==> config.mk <==
export PLATFORM = sky130hd
export DESIGN_NAME = if_fetch_stage
export DESIGN_NICKNAME = d
export VERILOG_FILES = /design/src/rtl/if_pkg.sv /design/src/rtl/if_id_reg.sv /design/src/rtl/if_fetch_stage.sv
export SDC_FILE = /design/constraint.sdc
export NUM_CORES = 1
export LEC_CHECK = 0
export CAP_MARGIN = 20
export CELL_PAD_IN_SITES_DETAIL_PLACEMENT = 0
export CELL_PAD_IN_SITES_GLOBAL_PLACEMENT = 1
export CORE_MARGIN = 3
export CORE_UTILIZATION = 42
export DETAILED_ROUTE_END_ITERATION = 10
export PLACE_DENSITY = 0.95
export SYNTH_ARGS = -nofsm -noshare
export SYNTH_HDL_FRONTEND = slang
export SYNTH_SLANG_ARGS = --single-unit
==> constraint.sdc <==
create_clock -name clk -period 9 [get_ports clk]
set_clock_uncertainty 0.1 [all_clocks]
set_input_delay 0.9 -clock clk [delete_from_list [all_inputs] [get_ports clk]]
set_output_delay 0.9 -clock clk [all_outputs]
set_load 0.02 [all_outputs]
==> src/rtl/if_pkg.sv <==
// rtl/if_pkg.sv - shared constants and FSM state type for the instruction fetch stage
package if_pkg;

    localparam int XLEN = 32;
    localparam logic [XLEN-1:0] NOP = 32'h0000_0013;

`ifdef IF_MISALIGN_CHECK_EN
    typedef enum logic [1:0] {
        FETCH = 2'd0,
        HOLD  = 2'd1,
        DROP  = 2'd2,
        HALT  = 2'd3
    } fetch_state_t;
`else
    typedef enum logic [1:0] {
        FETCH = 2'd0,
        HOLD  = 2'd1,
        DROP  = 2'd2
    } fetch_state_t;
`endif

endpackage

==> src/rtl/if_id_reg.sv <==
// rtl/if_id_reg.sv - IF/ID pipeline register with enable, stall, flush and bubble insertion
module if_id_reg
    import if_pkg::*;
(
    input  logic            clk,
    input  logic            rst,
    input  logic            en,
    input  logic            stall,
    input  logic            flush,
    input  logic            load_valid,
    input  logic [XLEN-1:0] load_pc,
    input  logic [XLEN-1:0] load_inst,
    input  logic            load_misalign,
    output logic [XLEN-1:0] pc_id,
    output logic [XLEN-1:0] inst_id,
    output logic            valid_id,
    output logic            misalign_id
);

    // A flush or bubble keeps pc_id so the last real PC stays visible downstream.
    always_ff @(posedge clk or posedge rst) begin
        if (rst) begin
            pc_id       <= '0;
            inst_id     <= NOP;
            valid_id    <= 1'b0;
            misalign_id <= 1'b0;
        end else if (flush) begin
            inst_id     <= NOP;
            valid_id    <= 1'b0;
            misalign_id <= 1'b0;
        end else if (en && !stall) begin
            if (load_valid) begin
                pc_id       <= load_pc;
                inst_id     <= load_inst;
                valid_id    <= 1'b1;
                misalign_id <= load_misalign;
            end else begin
                inst_id     <= NOP;
                valid_id    <= 1'b0;
                misalign_id <= 1'b0;
            end
        end
    end

endmodule

==> src/rtl/if_fetch_stage.sv <==
// rtl/if_fetch_stage.sv - fetch FSM and PC; IF_MISALIGN_CHECK_EN enables misaligned-target HALT handling
module if_fetch_stage
    import if_pkg::*;
#(
    parameter logic [31:0] RESET_PC = 32'h0000_0000
)
(
    input  logic        clk,
    input  logic        rst,
    input  logic        PC_EN_IF,
    input  logic        reg_FD_EN,
    input  logic        reg_FD_stall,
    input  logic        reg_FD_flush,
    input  logic        branch_taken_ID,
    input  logic [31:0] branch_target_ID,
    output logic        imem_req,
    output logic [31:0] imem_addr,
    input  logic        imem_ack,
    input  logic [31:0] imem_rdata,
    output logic [31:0] PC_ID,
    output logic [31:0] inst_ID,
    output logic        valid_ID,
    output logic        fetch_busy,
    output logic        misalign_ID
);

    fetch_state_t    state;
    logic [XLEN-1:0] pc;
    logic [XLEN-1:0] addr_q;
    logic [XLEN-1:0] hold_inst;
    logic            advance;
    logic [XLEN-1:0] tgt;
    logic [XLEN-1:0] drop_pc;
    fetch_state_t    tgt_state;
    fetch_state_t    drop_state;
    logic            load_valid;
    logic [XLEN-1:0] load_inst;
    logic            load_misalign;

    assign advance    = reg_FD_EN & PC_EN_IF & ~reg_FD_stall;
    assign drop_pc    = branch_taken_ID ? tgt : pc;
    assign imem_req   = (state == FETCH) || (state == DROP);
    assign imem_addr  = addr_q;
    assign fetch_busy = imem_req;

`ifdef IF_MISALIGN_CHECK_EN
    logic misalign_pend;
    logic tgt_mis;
    logic drop_mis;

    assign tgt        = branch_target_ID;
    assign tgt_mis    = |branch_target_ID[1:0];
    assign drop_mis   = |drop_pc[1:0];
    assign tgt_state  = tgt_mis ? HALT : FETCH;
    assign drop_state = drop_mis ? HALT : FETCH;

    // Remembers that the misaligned target still owes one record to IF/ID.
    always_ff @(posedge clk or posedge rst) begin
        if (rst) begin
            misalign_pend <= 1'b0;
        end else if (branch_taken_ID && state != DROP) begin
            misalign_pend <= tgt_mis;
        end else if (state == DROP && imem_ack) begin
            misalign_pend <= drop_mis;
        end else if (state == HALT && advance) begin
            misalign_pend <= 1'b0;
        end
    end
`else
    assign tgt        = branch_target_ID & 32'hFFFF_FFFC;
    assign tgt_state  = FETCH;
    assign drop_state = FETCH;
`endif

    always_comb begin
        load_valid    = 1'b0;
        load_inst     = imem_rdata;
        load_misalign = 1'b0;
        if (advance && !branch_taken_ID) begin
            case (state)
                FETCH: load_valid = imem_ack;
                HOLD: begin
                    load_valid = 1'b1;
                    load_inst  = hold_inst;
                end
`ifdef IF_MISALIGN_CHECK_EN
                HALT: begin
                    load_valid    = misalign_pend;
                    load_inst     = NOP;
                    load_misalign = misalign_pend;
                end
`endif
                default: load_valid = 1'b0;
            endcase
        end
    end

    // Redirects win over responses; in DROP the stale address stays on the bus until acked.
    always_ff @(posedge clk or posedge rst) begin
        if (rst) begin
            state     <= FETCH;
            pc        <= RESET_PC;
            addr_q    <= RESET_PC;
            hold_inst <= '0;
        end else begin
            case (state)
                FETCH: begin
                    if (branch_taken_ID) begin
                        pc <= tgt;
                        if (imem_ack) begin
                            addr_q <= tgt;
                            state  <= tgt_state;
                        end else begin
                            state <= DROP;
                        end
                    end else if (imem_ack) begin
                        if (advance) begin
                            pc     <= pc + 32'd4;
                            addr_q <= pc + 32'd4;
                        end else begin
                            hold_inst <= imem_rdata;
                            state     <= HOLD;
                        end
                    end
                end
                HOLD: begin
                    if (branch_taken_ID) begin
                        pc     <= tgt;
                        addr_q <= tgt;
                        state  <= tgt_state;
                    end else if (advance) begin
                        pc     <= pc + 32'd4;
                        addr_q <= pc + 32'd4;
                        state  <= FETCH;
                    end
                end
                DROP: begin
                    pc <= drop_pc;
                    if (imem_ack) begin
                        addr_q <= drop_pc;
                        state  <= drop_state;
                    end
                end
`ifdef IF_MISALIGN_CHECK_EN
                HALT: begin
                    if (branch_taken_ID) begin
                        pc     <= tgt;
                        addr_q <= tgt;
                        state  <= tgt_state;
                    end
                end
`endif
                default: state <= FETCH;
            endcase
        end
    end

    if_id_reg u_if_id_reg (
        .clk          (clk),
        .rst          (rst),
        .en           (reg_FD_EN),
        .stall        (reg_FD_stall),
        .flush        (reg_FD_flush),
        .load_valid   (load_valid),
        .load_pc      (pc),
        .load_inst    (load_inst),
        .load_misalign(load_misalign),
        .pc_id        (PC_ID),
        .inst_id      (inst_ID),
        .valid_id     (valid_ID),
        .misalign_id  (misalign_ID)
    );

endmodule

### Word level (Yosys, flattened, before mapping)

Cells that the tools add are included.

| cells by class | value |
|---|---|
| bitwise operators | 6 |
| equality and inequality tests | 7 |
| reduce and logical (&&, ||, !) cells | 13 |
| add/subtract/negate cells | 1 |
| muxes and demuxes | 33 |

Operators by type and width:

| cell | count |
|---|---|
| $mux 32 | 16 |
| $pmux 32 s3 | 2 |
| $add 32x3->32 const B | 1 |
| $mux 2 | 7 |
| $ne 3x3->1 const B | 3 |
| $reduce_and 4->1 | 2 |
| $mux 1 | 6 |
| $pmux 2 s3 | 1 |
| $reduce_and 3->1 | 2 |
| $ne 2x2->1 const B | 2 |
| $not 1->1 | 4 |
| $reduce_bool 3->1 | 1 |
| $and 1x1->1 | 2 |
| $eq 2x1->1 const B | 1 |
| $eq 2x2->1 const B | 1 |
| $logic_and 1x1->1 | 2 |
| $logic_not 1->1 | 2 |
| $logic_not 2->1 | 1 |
| $pmux 1 s2 | 1 |
| $reduce_and 2->1 | 1 |
| $reduce_bool 2->1 | 1 |
| $logic_or 1x1->1 | 1 |

| word-level totals | value |
|---|---|
| word-level logic and storage cells | 68 |
| input port bits | 72 |
| register bits | 164 |
| output and inout bits | 100 |

### Depth between registers and ports, before layout

Gate-level depths: netlist (run 1).

| depth | value |
|---|---|
| depth in word-level cells | 7 |
| gate-level depth with buffers | 8 |
| mapped depth without buffers | 6 |

### By module

A second synthesis (run 1) with hierarchy kept.

| unflattened totals | value |
|---|---|
| cell total of the unflattened synthesis | 803 |
| area, all modules | 8,204.1 sq um |

By module, submodules not included:

| module | cells an instance | area an instance (sq um) | sequential area each (sq um) | times used |
|---|---|---|---|---|
| if_fetch_stage | 580 | 5,559.1 | 2,452.4 | 1 |
| if_id_reg | 223 | 2,645.0 | 1,655.3 | 1 |

### Worst setup path after synthesis (run 1)

No wires, ideal clock.

| path | value |
|---|---|
| path kind | input to register |
| from | input port branch_taken_ID |
| to | register pc[24] |
| stages on the path | 6 |
| path slack | 6.484 ns |
| setup time | 0.136 ns |
| buffers on the path | 2 |
| arrival time | 2.280 ns |
| cell sequence | clkbuf_1 -> nor4_2 -> clkbuf_1 -> a41oi_1 -> o21ai_0 -> o21ai_0 |

| between the ends | value |
|---|---|
| longest elaborated chain between the ends | 2 |

Ends and longest elaborated chain:

| what | line | source |
|---|---|---|
| from (decl) | if_fetch_stage.sv:14 | `input logic branch_taken_ID,` |
| $mux 32, or another cell as far along | if_fetch_stage.sv:41 | `assign drop_pc = branch_taken_ID ? tgt : pc;` |
| $pmux 32 s3 / $reduce_and 2->1 (equally long branches) | n/a |  |
| to (signal assigned) | if_fetch_stage.sv:109 | `pc <= tgt;` |
| to (signal assigned) | if_fetch_stage.sv:118 | `pc <= pc + 32'd4;` |
| to (signal assigned) | if_fetch_stage.sv:128 | `pc <= tgt;` |
| to (decl) | if_fetch_stage.sv:28 | `logic [XLEN-1:0] pc;` |

Parallel ways exist; a longest one is shown, timed or not.
A chain may end at the register's enable or synchronous reset.

### Final worst setup path (run 1)

| path | value |
|---|---|
| from | input port PC_EN_IF |
| to | register u_if_id_reg.pc_id[23] |

| between the ends | value |
|---|---|
| longest elaborated chain between the ends | 5 |

Ends and longest elaborated chain:

| what | line | source |
|---|---|---|
| from (decl) | if_fetch_stage.sv:10 | `input logic PC_EN_IF,` |
| $and 1x1->1 (2 in a row) | if_fetch_stage.sv:40 | `assign advance = reg_FD_EN & PC_EN_IF & ~reg_FD_stall;` |
| $logic_and 1x1->1 | if_fetch_stage.sv:79 | `if (advance && !branch_taken_ID) begin` |
| $mux 1 | if_fetch_stage.sv:79 |  |
| $reduce_and 3->1 (no line) | n/a |  |
| to (signal assigned) | if_id_reg.sv:33 | `pc_id <= load_pc;` |
| to (decl) | if_id_reg.sv:14 | `output logic [XLEN-1:0] pc_id,` |

Every way passes these cells.

==> impl_metrics.py, run 1 <==
metrics = {
    "floorplanning": {
        "chipWidth_um": 144,
        "io_pins": 172,
        "core_um2": 18300,
        "die_h_um": 144,
        "rows": 49,
        "die_area_um2": 20700,
        "start_util_pct": 43.7,
    },
    "timing": {
        "finalSetupTns_ns": 0,
        "worst_pin_slew_ns": 0.962,
        "slew_headroom_pct": 35.8,
        "setup_violations": 0,
        "slew_viol_final": 0,
        "hold_slack_ns": 0.367,
        "rsz0062_at_grt": "no",
        "final.min_clock_period_ns": 3.98,
        "fmax_mhz": 252,
        "min_period_over_period_pct": 44.2,
        "hold_viol_final": 0,
    },
    "logic_synthesis": {
        "yosysTopAreaCellShare_pct": 50.0,
        "synth-seq-cells": 163,
        "synth_common_cells": "182 x nand2_1, 160 x dfrtp_1, 86 x o21ai_0, 49 x clkbuf_1, 37 x mux2_2",
        "ys_async_sr_fraction_pct": 100,
        "ys_warn_count": 0,
        "seq_area_frac_synth_pct": 51.0,
        "synth.most_common_cell": "nand2_1",
        "syn_area_per_cell_um2": 9.54,
        "yosysTopAreaCell": "dfrtp_1",
        "synthesis.nets": 912,
        "synth_area_leaders": "dfrtp_1 50%, nand2_1 8.5%, o21ai_0 5.4%",
        "netlist_area_um2": 8000,
        "synthDistinctLibCells": 65,
        "syn_inst": 839,
        "synth_ff_type": "dfrtp_1",
        "synth-edff-count": 0,
    },
    "drt": {
        "dr.first_iter.drc_count": 546,
        "num_vias": 6689,
        "dr.pass1.iters": 5,
        "wire_per_inst_um": 17.8,
        "drc": 0,
        "wirelength_um": 21700,
        "viasPerCell": 5.50,
        "ant_nets": 0,
    },
    "layout": {
        "fillers": 1604,
        "final_nets": 1046,
        "drive_above_1_share_pct": 10.8,
        "areaGrowthSynthToFinish_pct": 30.3,
        "area.sequential_um2": 4080,
        "final_core_util_pct": 56.9,
        "multi_input_area_um2": 3620,
    },
    "worst_setup_path": {
        "path_class": "in2reg",
        "crit_chain": "clkdlybuf4s50_1 > nand3b_1 > nor3_1 > nand2b_2 > buf_4 > nand2_1 > o21ai_0",
        "end_kind": "flop",
        "cp_max_fo": 42,
        "rrSetupSlack_ns": 5.80,
        "cp.arrival_ns": 4.18,
        "start_kind": "input pin",
        "cp.required_ns": 9.20,
        "critPathSlowestCell": "nor3_1",
        "max_stage_delay_ns": 0.84,
        "critPathTopFamily": "simple AND/OR/NAND/NOR gates",
        "crit_buf_inv": 2,
    },
    "clocking": {
        "cts_hold_buf": 0,
        "clkTransAtPathRegs_ns": 0.08,
        "cts.sinks": 163,
        "cts_max_level": 4,
        "cts_tree": "done",
        "cts_root_buffer": "clkbuf_16",
        "cts_resized": 0,
        "cts_buffers": 17,
        "clk_latency_ns": 0.43,
        "post_cts_buffers": 0,
        "clock_path_buffers": 2,
    },
    "pwr": {
        "worst_ir_drop_vdd_uv": 135,
        "powerDensity_nw_per_um2": 227,
        "leakage_nw": 4.44,
    },
    "place": {
        "hpwl_um": 14800,
        "globalplace.congestion": 0.837,
        "port_buffers": 168,
    },
    "grt": {
        "grt_pass1_wl_um": 35100,
        "grt_overflow_total": 0,
        "track_usage_pct": 21.5,
        "grt_pass1_vias": 6672,
        "grt_max_degree": 92,
        "antenna_found_initial": 1,
    },
    "job": {
        "cap_viol_max_count": 0,
    },
    "status": {
        "status": "finished, final reports clean",
    },
    "worst_hold_path": {
        "hold_path_class": "reg2reg",
    },
}
routing by layer:
layer	wire length (um)	vias up	GRT usage (%)
met5	0	-	0
met4	216	0	5.35
met3	1930	18	8.63
met2	10100	219	34.0
met1	9430	3200	27.8
li1	-	3252	-
worst paths after layout:
check,start,to,cells past startpoint
worst min register to register,u_if_id_reg.inst_id[1],u_if_id_reg.inst_id[1],2
max in group asynchronous,rst,u_if_id_reg.pc_id[19],3
worst min-delay path,u_if_id_reg.inst_id[1],u_if_id_reg.inst_id[1],2
min in group asynchronous,rst,hold_inst[26],2
worst max-delay path,PC_EN_IF,u_if_id_reg.pc_id[23],7
worst max register to register,state[1],u_if_id_reg.pc_id[23],6
flip-flops by register name (all words and copies together), names as in the netlist:
| signal | flops |
|---|---|
| hold_inst | 32 |
| pc | 32 |
| u_if_id_reg.pc_id | 32 |
| state | 2 |
| imem_addr | 32 |
| u_if_id_reg.inst_id | 32 |
| u_if_id_reg.valid_id | 1 |
placed cells by master, fill, tap and decap left out, drive strengths merged, types with 16 or more instances in the layout:
master         instances
clkbuf                17
o21ai                 87
nand3                 16
mux2i                 35
mux2                  37
nand2                182
inv                   30
clkdlybuf4s50        167
nor2                  23
dfrtp                160
a21oi                 36
cell families after synthesis:
logic type	Yosys count	synth area share (%)
adder cells (fa/ha/maj)	1	0.156
XOR/XNOR	8	0.875
buffers and inverters	86	4.42
other	1	0.0469
AO/OA/AOI/OAI	208	16.5
flip-flops	163	51.0
AND/OR/NAND/NOR	300	17.4
multiplexers	72	9.58
worst reg2reg max path, delay by kind of cell, from the launching register on:
kind / cells / cell delay (ns)
buf+inv: 1 / 0.48
simple gates: 4 / 1.89
flops: 1 / 0.53
compound gates: 1 / 0.08
metrics by stage:
stage / cells / cell area (um2) / setup slack (ns) / total power (W)
global route: 1215 / 10400 / 4.88 / 0.00250
floorplan: 839 / 8000 / 3.60 / 0.00137
detailed placement: 1182 / 9840 / 4.58 / 0.00166
finish: 1216 / 10400 / 5.02 / 0.00237
global placement: 1182 / 9840 / 4.64 / 0.00164
CTS: 1214 / 10400 / 5.05 / 0.00239
cell type report:
class | count | share of cell area [%]
antenna | 1 | 0.0240
clock inverter | 15 | 1.54
multi-input combinational | 590 | 34.7
tap | 229 | 2.75
clock buffer | 17 | 4.08
timing repair buffer | 180 | 16.9
sequential | 163 | 39.1
inverter | 21 | 0.804
power by group:
group	switching (W)	leakage [nW]	total (W)	internal, W
Sequential	0.000131	2.06	0.00101	0.000883
Clock	0.000349	0.286	0.000722	0.000373
Combinational	0.000326	2.10	0.000630	0.000304
Note: power is estimated with default switching activity, not from simulation.
==> run 2: changes to the inputs <==
- CORE_UTILIZATION: 42 -> 35
- PLACE_DENSITY: 0.95 -> 0.86
- clock period: 9 -> 3.21 ns (I/O delays scaled with it)
==> run 2 against run 1 <==
Against the previous run: largest power group unchanged; total power grew to 2.8 times the previous value; critical endpoint is now imem_addr[27]; cell area grew 2.0%; critical path type is now reg2reg; sequential share of layout area is 0.76 points lower.
==> impl_metrics.py, run 2 (same netlist as run 1, synthesis figures left out) <==
metrics = {
    "job": {
        "cap_viol_max_count": 0,
    },
    "worst_setup_path": {
        "cp_max_fo": 13,
        "cp.required_ns": 3.47,
        "crit_start": "pc[6]",
        "path_class": "reg2reg",
        "end_kind": "flop",
        "reg2reg_from": "pc[6]",
        "cp.arrival_ns": 2.83,
        "start_kind": "flop",
    },
    "place": {
        "hpwl_um": 16200,
        "dp_cells": 1246,
        "port_buffers": 168,
        "globalplace.congestion": 0.836,
        "placed_cell_area_um2": 10000,
    },
    "drt": {
        "wl_met2_um": 11100,
        "drc": 0,
        "viasPerCell": 5.31,
        "ant_nets": 0,
        "dr_wl_met3_um": 2080,
        "route.top_layer_used": "met4",
        "dr.pass1.iters": 5,
        "num_vias": 6796,
        "wirelength_um": 23000,
        "wl_met1_um": 9680,
        "wire_per_inst_um": 18.0,
        "dr.first_iter.drc_count": 396,
    },
    "clocking": {
        "post_cts_buffers": 0,
        "cts_resized": 0,
        "cts.sinks": 163,
        "clk_latency_ns": 0.43,
        "clock_path_buffers": 2,
        "cts_root_buffer": "clkbuf_16",
        "cts_hold_buf": 0,
        "clkTransAtPathRegs_ns": 0.07,
        "cts_tree": "done",
        "cts_max_level": 4,
        "cts_buffers": 17,
    },
    "layout": {
        "antenna_cells": 0,
        "areaGrowthSynthToFinish_pct": 32.9,
        "drive_above_1_share_pct": 11.9,
        "fillers": 2099,
        "post-route-cell-area_um2": 10600,
        "final_nets": 1059,
        "final_core_util_pct": 48.0,
        "mostFrequentLayoutCells": "182 x nand2_1, 167 x clkdlybuf4s50_1, 160 x dfrtp_1",
        "layout.cells.non_filler": 1279,
        "layout_commonest_cell": "nand2_1",
    },
    "floorplanning": {
        "die_h_um": 157,
        "rows": 54,
        "chipWidth_um": 157,
        "io_pins": 172,
        "core_um2": 22200,
        "die_area_um2": 24700,
        "start_util_pct": 36.1,
    },
    "timing": {
        "slew_headroom_pct": 41.5,
        "finalSetupTns_ns": 0,
        "rsz0062_at_grt": "no",
        "hold_viol_final": 0,
        "final.min_clock_period_ns": 2.57,
        "min_period_over_period_pct": 80.0,
        "fmax_mhz": 389,
        "slew_viol_final": 0,
        "setup_violations": 0,
        "worst_pin_slew_ns": 0.877,
    },
    "grt": {
        "grt_max_degree": 68,
        "grt_overflow_total": 0,
        "grt_pass1_vias": 6882,
        "antenna_found_initial": 0,
        "track_usage_pct": 19.2,
        "grt_pass1_wl_um": 37400,
    },
    "worst_hold_path": {
        "hold_path_class": "in2async",
    },
    "pwr": {
        "p_total_w": 0.00668,
        "leakage_nw": 4.52,
        "worst_ir_drop_vdd_uv": 373,
        "powerDensity_nw_per_um2": 628,
    },
    "status": {
        "status": "finished, final reports clean",
    },
}
==> run 2: power breakdown <==
group | total (W) | switching (W) | internal (W)
logic | 0.00180 | 0.000925 | 0.000873
clock network | 0.00203 | 0.000992 | 0.00104
registers | 0.00285 | 0.000377 | 0.00247
==> run 2: cell type report <==
type	count	area (um2)	area share, %
inverter	21	82.6	0.776
tap	280	350	3.29
sequential	163	4080	38.4
timing repair buffer	193	1910	18.0
clock buffer	17	425	4.00
clock inverter	15	160	1.51
multi-input combinational	590	3620	34.1
==> run 2: stage by stage <==
step | hold WS, ns | worst slack [ns]
floorplan | 0.292 | 0.721
global placement | 0.347 | 0.562
detailed placement | 0.349 | 0.527
CTS | 0.295 | 0.662
global route | 0.336 | 0.396
finish | 0.273 | 0.641
==> run 2: path summary, 6_finish.rpt <==
| path | end | slack (ns) | depth (start not counted) |
|---|---|---|---|
| worst max-delay path | imem_addr[27] | 0.64 | 5 |
| max in group asynchronous | u_if_id_reg.inst_id[4] | 1.90 | 3 |
| worst min-delay path | pc[0] | 0.27 | 2 |
| worst min register to register | u_if_id_reg.inst_id[0] | 0.36 | 2 |
| worst max register to register | imem_addr[27] | 0.64 | 5 |
| min in group clk | u_if_id_reg.inst_id[0] | 0.36 | 2 |
==> run 2: routing by layer <==
layer  vias up  global-route usage [%]
li1       3274                       -
met1      3293                    24.8
met2       215                    31.3
met3        14                    6.49
met4         0                    4.38
met5         -                       0
==> run 2: critical path, stage by stage (launching register included) <==
cell,delay (ns)
dfrtp_1,0.61
nand4_1,0.28
nor4_1,0.62
nand4_1,0.29
or4_1,0.52
nand3_1,0.09
